===== src/rtl/reaction_timer.sv =====
// Reaction timer: measures ms from lights-out to a debounced key press,
// flags false starts and tracks the best (smallest) valid reaction.
module reaction_timer #(
  parameter int DEBOUNCE_MS = 5,
  parameter int MAX_MS      = 9999,
  parameter int CW          = 16
) (
  input  logic          clk,
  input  logic          reset_n,
  input  logic          tick_ms,
  input  logic          arm,
  input  logic          time_out,
  input  logic          react_n,
  output logic [CW-1:0] reaction_ms,
  output logic          result_valid,
  output logic          false_start,
  output logic [CW-1:0] best_ms,
  output logic          busy
);

  localparam int DBW = $clog2(DEBOUNCE_MS + 1);

  typedef enum logic [2:0] {IDLE, WAIT_GO, TIMING, DONE, FAULT} state_t;

  state_t          state, state_nxt;
  logic            sync_p0, sync_p1;
  logic            db_lvl, db_lvl_d;
  logic [DBW-1:0]  db_cnt;
  logic            time_out_d;
  logic            press, go;
  logic [CW-1:0]   count;
  logic            clr_round, clr_cnt, do_press, do_tmo, do_fault, do_best;

  // Removes the debounce latency from the raw count, floored at zero.
  function automatic logic [CW-1:0] sub_latency(input logic [CW-1:0] v);
    if (v >= CW'(DEBOUNCE_MS)) return v - CW'(DEBOUNCE_MS);
    else                       return '0;
  endfunction

  // Input conditioning: 2-flop synchronizer, then tick-sampled debounce
  always_ff @(posedge clk or negedge reset_n) begin
    if (!reset_n) begin
      sync_p0    <= 1'b1;
      sync_p1    <= 1'b1;
      db_lvl     <= 1'b1;
      db_lvl_d   <= 1'b1;
      db_cnt     <= '0;
      time_out_d <= 1'b0;
    end else begin
      sync_p0    <= react_n;
      sync_p1    <= sync_p0;
      db_lvl_d   <= db_lvl;
      time_out_d <= time_out;
      if (tick_ms) begin
        if (sync_p1 == db_lvl) begin
          db_cnt <= '0;
        end else if (db_cnt == DBW'(DEBOUNCE_MS - 1)) begin
          db_lvl <= sync_p1;
          db_cnt <= '0;
        end else begin
          db_cnt <= db_cnt + 1'b1;
        end
      end
    end
  end

  assign press = db_lvl_d & ~db_lvl;
  assign go    = time_out & ~time_out_d;

  always_ff @(posedge clk or negedge reset_n) begin
    if (!reset_n) state <= IDLE;
    else          state <= state_nxt;
  end

  always_comb begin
    state_nxt = state;
    clr_round = 1'b0;
    clr_cnt   = 1'b0;
    do_press  = 1'b0;
    do_tmo    = 1'b0;
    do_fault  = 1'b0;
    do_best   = 1'b0;
    case (state)
      IDLE: if (arm) begin
        state_nxt = WAIT_GO;
        clr_round = 1'b1;
        clr_cnt   = 1'b1;
      end
      WAIT_GO: begin
        // A press wins over a simultaneous lights-out edge.
        if (press) begin
          state_nxt = FAULT;
          do_fault  = 1'b1;
        end else if (go) begin
          state_nxt = TIMING;
          clr_cnt   = 1'b1;
        end
      end
      TIMING: begin
        if (press) begin
          state_nxt = DONE;
          do_press  = 1'b1;
        end else if (count == CW'(MAX_MS)) begin
          state_nxt = DONE;
          do_tmo    = 1'b1;
        end
      end
      DONE: begin
        state_nxt = IDLE;
        do_best   = 1'b1;
      end
      FAULT:   state_nxt = IDLE;
      default: state_nxt = IDLE;
    endcase
  end

  // Count, result and best-time registers
  always_ff @(posedge clk or negedge reset_n) begin
    if (!reset_n) begin
      count        <= '0;
      reaction_ms  <= '0;
      best_ms      <= '1;
      result_valid <= 1'b0;
      false_start  <= 1'b0;
      busy         <= 1'b0;
    end else begin
      if (clr_cnt)
        count <= '0;
      else if (state == TIMING && tick_ms && count != CW'(MAX_MS))
        count <= count + 1'b1;

      if (clr_round) begin
        result_valid <= 1'b0;
        false_start  <= 1'b0;
      end
      if (do_fault) begin
        false_start  <= 1'b1;
        result_valid <= 1'b0;
      end
      if (do_press) begin
        reaction_ms  <= sub_latency(count);
        result_valid <= 1'b1;
      end
      if (do_tmo) begin
        reaction_ms  <= CW'(MAX_MS);
        result_valid <= 1'b1;
      end
      // A genuine press can never report MAX_MS, so that value marks a timeout.
      if (do_best && reaction_ms < best_ms && reaction_ms != CW'(MAX_MS))
        best_ms <= reaction_ms;

      busy <= (state_nxt == WAIT_GO) || (state_nxt == TIMING);
    end
  end

endmodule


===== config.mk =====
export PLATFORM = sky130hd
export DESIGN_NAME = reaction_timer
export DESIGN_NICKNAME = d
export VERILOG_FILES = /design/src/rtl/reaction_timer.sv
export SDC_FILE = /design/constraint.sdc
export NUM_CORES = 1
export LEC_CHECK = 0
export BUFFER_PORTS_ARGS = -buffer_cell sky130_fd_sc_hd__buf_4
export CORE_AREA = 3 3 85 103
export DETAILED_ROUTE_END_ITERATION = 7
export DIE_AREA = 0 0 88 106
export PLACE_DENSITY = 0.61
export RECOVER_POWER = 25
export SYNTH_ARGS = -nofsm -noshare
export SYNTH_HDL_FRONTEND = slang
export SYNTH_SLANG_ARGS = --single-unit

===== constraint.sdc =====
create_clock -name clk -period 5.5 [get_ports clk]
set_input_delay 1.1 -clock clk [delete_from_list [all_inputs] [get_ports clk]]
set_output_delay 1.1 -clock clk [all_outputs]
set_load 0.02 [all_outputs]

==> flow_summary.json <==
{
  "top_usage_layer": "met2",
  "start_util": 0.446,
  "dieWidth_um": 88,
  "fill_cells": 724,
  "syn_nets": 364,
  "clock_latency_ns": 0.35,
  "synth_top_family_by_area": "simple AND/OR/NAND/NOR gates",
  "ios": 41,
  "rsz0062_at_grt": "false",
  "intPower_mw": 1.03,
  "synth_edf_count": 0,
  "syn_to_final_growth_pct": 16.0,
  "cp-start-kind": "register",
  "async_reset_ff_frac": 1.00,
  "ctsHoldBuffers": 0,
  "tightest_slew_ns": 0.883,
  "use_met1": 0.211,
  "synth_warnings": 0,
  "synth_mux_area_frac": 0.0720,
  "drt-vias-per-instance": 5.57,
  "postRouteAntennaNets": 0,
  "fmax_mhz": 348,
  "tritoncts": "done",
  "routedWlPerCell_um": 15.7,
  "critical_path_arrival_ns": 3.16,
  "dp_slack_ns": 2.62,
  "coreArea_um2": 7750,
  "die_y_um": 106,
  "power.leakage_nw": 1.82,
  "num_rows": 35,
  "grt_overflow_total": 0,
  "numCtsBuffers": 9,
  "grt_pass1_wl_um": 12800,
  "comb_power_share": 0.334,
  "synth_cell_types": 49,
  "final_common_cell": "dfrtp_1",
  "worstHoldPathType": "register to register",
  "syn-cell-area_um2": 3460,
  "power.switching_mw": 0.583,
  "synth_compound_area_frac": 0.127,
  "grt_max_degree": 63,
  "final_layout_size_suffix_gt1_frac": 0.254,
  "cts_resized": 0,
  "final_cell_mix": "42 x dfrtp_1, 38 x buf_4, 26 x inv_1, 25 x o21ai_0, 23 x nor2_1",
  "ys.flop_type": "dfrtp_1",
  "drt_iter0_drc": 142,
  "period_needed_ns": 2.88,
  "synth_seq_cells": 62,
  "post-route-period-util": 0.523,
  "cts.clk_slew.worst_paths_ns": 0.08,
  "htreeDepth": 3,
  "grt_pass1_vias": 2676,
  "synth_cells": 338,
  "synth_fa_ha_area_frac": 0.0724,
  "clockBufferDepth": 2,
  "crit_path_end_kind": "register",
  "drv_cap": 0,
  "power.density_nw_per_um2": 403,
  "drt-total-wl_um": 7460,
  "grt_use_met2": 0.289,
  "portBuffers": 40,
  "cts.sinks": 62,
  "fin_skew_ns": 0.00946,
  "ir_worst_vdd_v": 0.000184,
  "seqPwrFrac": 0.407,
  "sw_frac_of_total": 0.361,
  "fin_ws_ns": 2.62,
  "hpwl_um": 5430,
  "ys_seq_area_frac": 0.456,
  "dieArea_um2": 9330,
  "fin_tns_setup_ns": 0,
  "finalHoldViolations": 0,
  "max_slew_margin": 0.411,
  "diodes": 0,
  "status": "complete, no violations",
  "setup_violations": 0,
  "slew_viol_final": 0,
  "cp_data_required_time_ns": 5.79,
  "fin_hold_ws_ns": 0.357,
  "antenna_found_initial": 0,
  "final_nets": 403,
  "first_pass_iters": 4,
  "cts_root_buf": "clkbuf_8",
  "cp_max_fo": 16,
  "cts_setup_buffers": 0,
  "grtUsageTotal": 0.175,
  "grtUsageMet3": 0.0419,
  "clkPwrFrac": 0.258,
  "synth_xor_area_frac": 0.0431,
  "drc": 0,
  "fin_util": 0.517,
  "syn_area_per_cell_um2": 10.2,
  "gp_congestion": 0.834,
  "path_class": "register to register",
  "synth-simple-area-share": 0.178,
  "vias": 2640
}
## Yosys cell counts (all sizes together) (9+ instances only)
master / count / share of area
dfstp: 20 / 0.15
mux2: 17 / 0.066
nor2: 23 / 0.025
nand4: 10 / 0.018
or3: 10 / 0.018
ha: 20 / 0.072
nand2: 12 / 0.013
nand3: 13 / 0.019
o21ai: 27 / 0.039
dfrtp: 42 / 0.30
xnor2: 13 / 0.033
nor3: 11 / 0.017
o2bb2ai: 9 / 0.023
a21oi: 15 / 0.022
inv: 26 / 0.028
clkbuf: 10 / 0.011
## routing by layer
layer / part of all wire / routed length, um / vias up
li1: - / - / 1291
met1: 0.43 / 3230 / 1281
met2: 0.50 / 3740 / 48
met3: 0.036 / 269 / 20
met4: 0.031 / 228 / 0
met5: 0 / 0 / -
## flip-flops by register name, summed over array words and instances, names as in the netlist, 3 cells and up
name and cells:
state 3, reaction_ms 16, best_ms 16, db_cnt 3, count 16
## worst max-delay path, cell delays in order, from the launching register on
cell and delay [ns]:
dfstp_2 0.56, inv_1 0.05, ha_1 0.28, nand4_1 0.17, or3_1 0.40, a221oi_1 0.20, or4_1 0.73, mux2_2 0.42
## final timing paths
kind	slack, ns	from	depth (start not counted)	to
min in group asynchronous	0.83	reset_n	1	state[0]$_DFF_PN0_
worst max-delay path	2.62	best_ms[13]$_DFFE_PN1P_	7	best_ms[0]$_DFFE_PN1P_
worst min register to register	0.36	sync_p0$_DFF_PN1_	0	sync_p1$_DFF_PN1_
worst min-delay path	0.36	sync_p0$_DFF_PN1_	0	sync_p1$_DFF_PN1_
worst max register to register	2.62	best_ms[13]$_DFFE_PN1P_	7	best_ms[0]$_DFFE_PN1P_
max in group asynchronous	4.15	reset_n	1	count[10]$_DFFE_PN0P_
## layout make-up
class                   instances  area, um2  share of cell area
multi-input cells             236       1700               0.425
flip-flops and latches         62       1580               0.393
repair buffers                 42        308              0.0768
clock buffers                  10        138              0.0343
well taps                      92        115              0.0287
inverters                      26       97.6              0.0243
clock inverters                 6       70.1              0.0175
## power by group through the flow
stage               Combinational, mW  Clock, mW  Sequential (mW)
floorplan                       0.299          0            0.713
global placement                0.535          0            0.663
detailed placement              0.546          0            0.668
CTS                             0.547      0.429            0.661
global route                    0.601      0.454            0.676
finish                          0.541      0.418            0.658
## per-stage QoR
step	power (mW)	instances	instance area, um2
2_1_floorplan	1.01	338	3460
3_3_place_gp	1.20	458	3810
3_5_place_dp	1.21	458	3810
4_1_cts	1.64	474	4020
5_1_grt	1.73	474	4010
6_report	1.62	474	4010
## kinds of logic (layout without fill, tap and decap cells)
group,after synthesis,after routing
AOI/OAI and AO/OA,70,70
xor gates and xnor gates,17,17
adders and majority gates,20,20
buffers and inverters,40,84
DFF,62,62
muxes,19,19
and+or+nand+nor,110,110
Power figures use the tool's default switching activity.
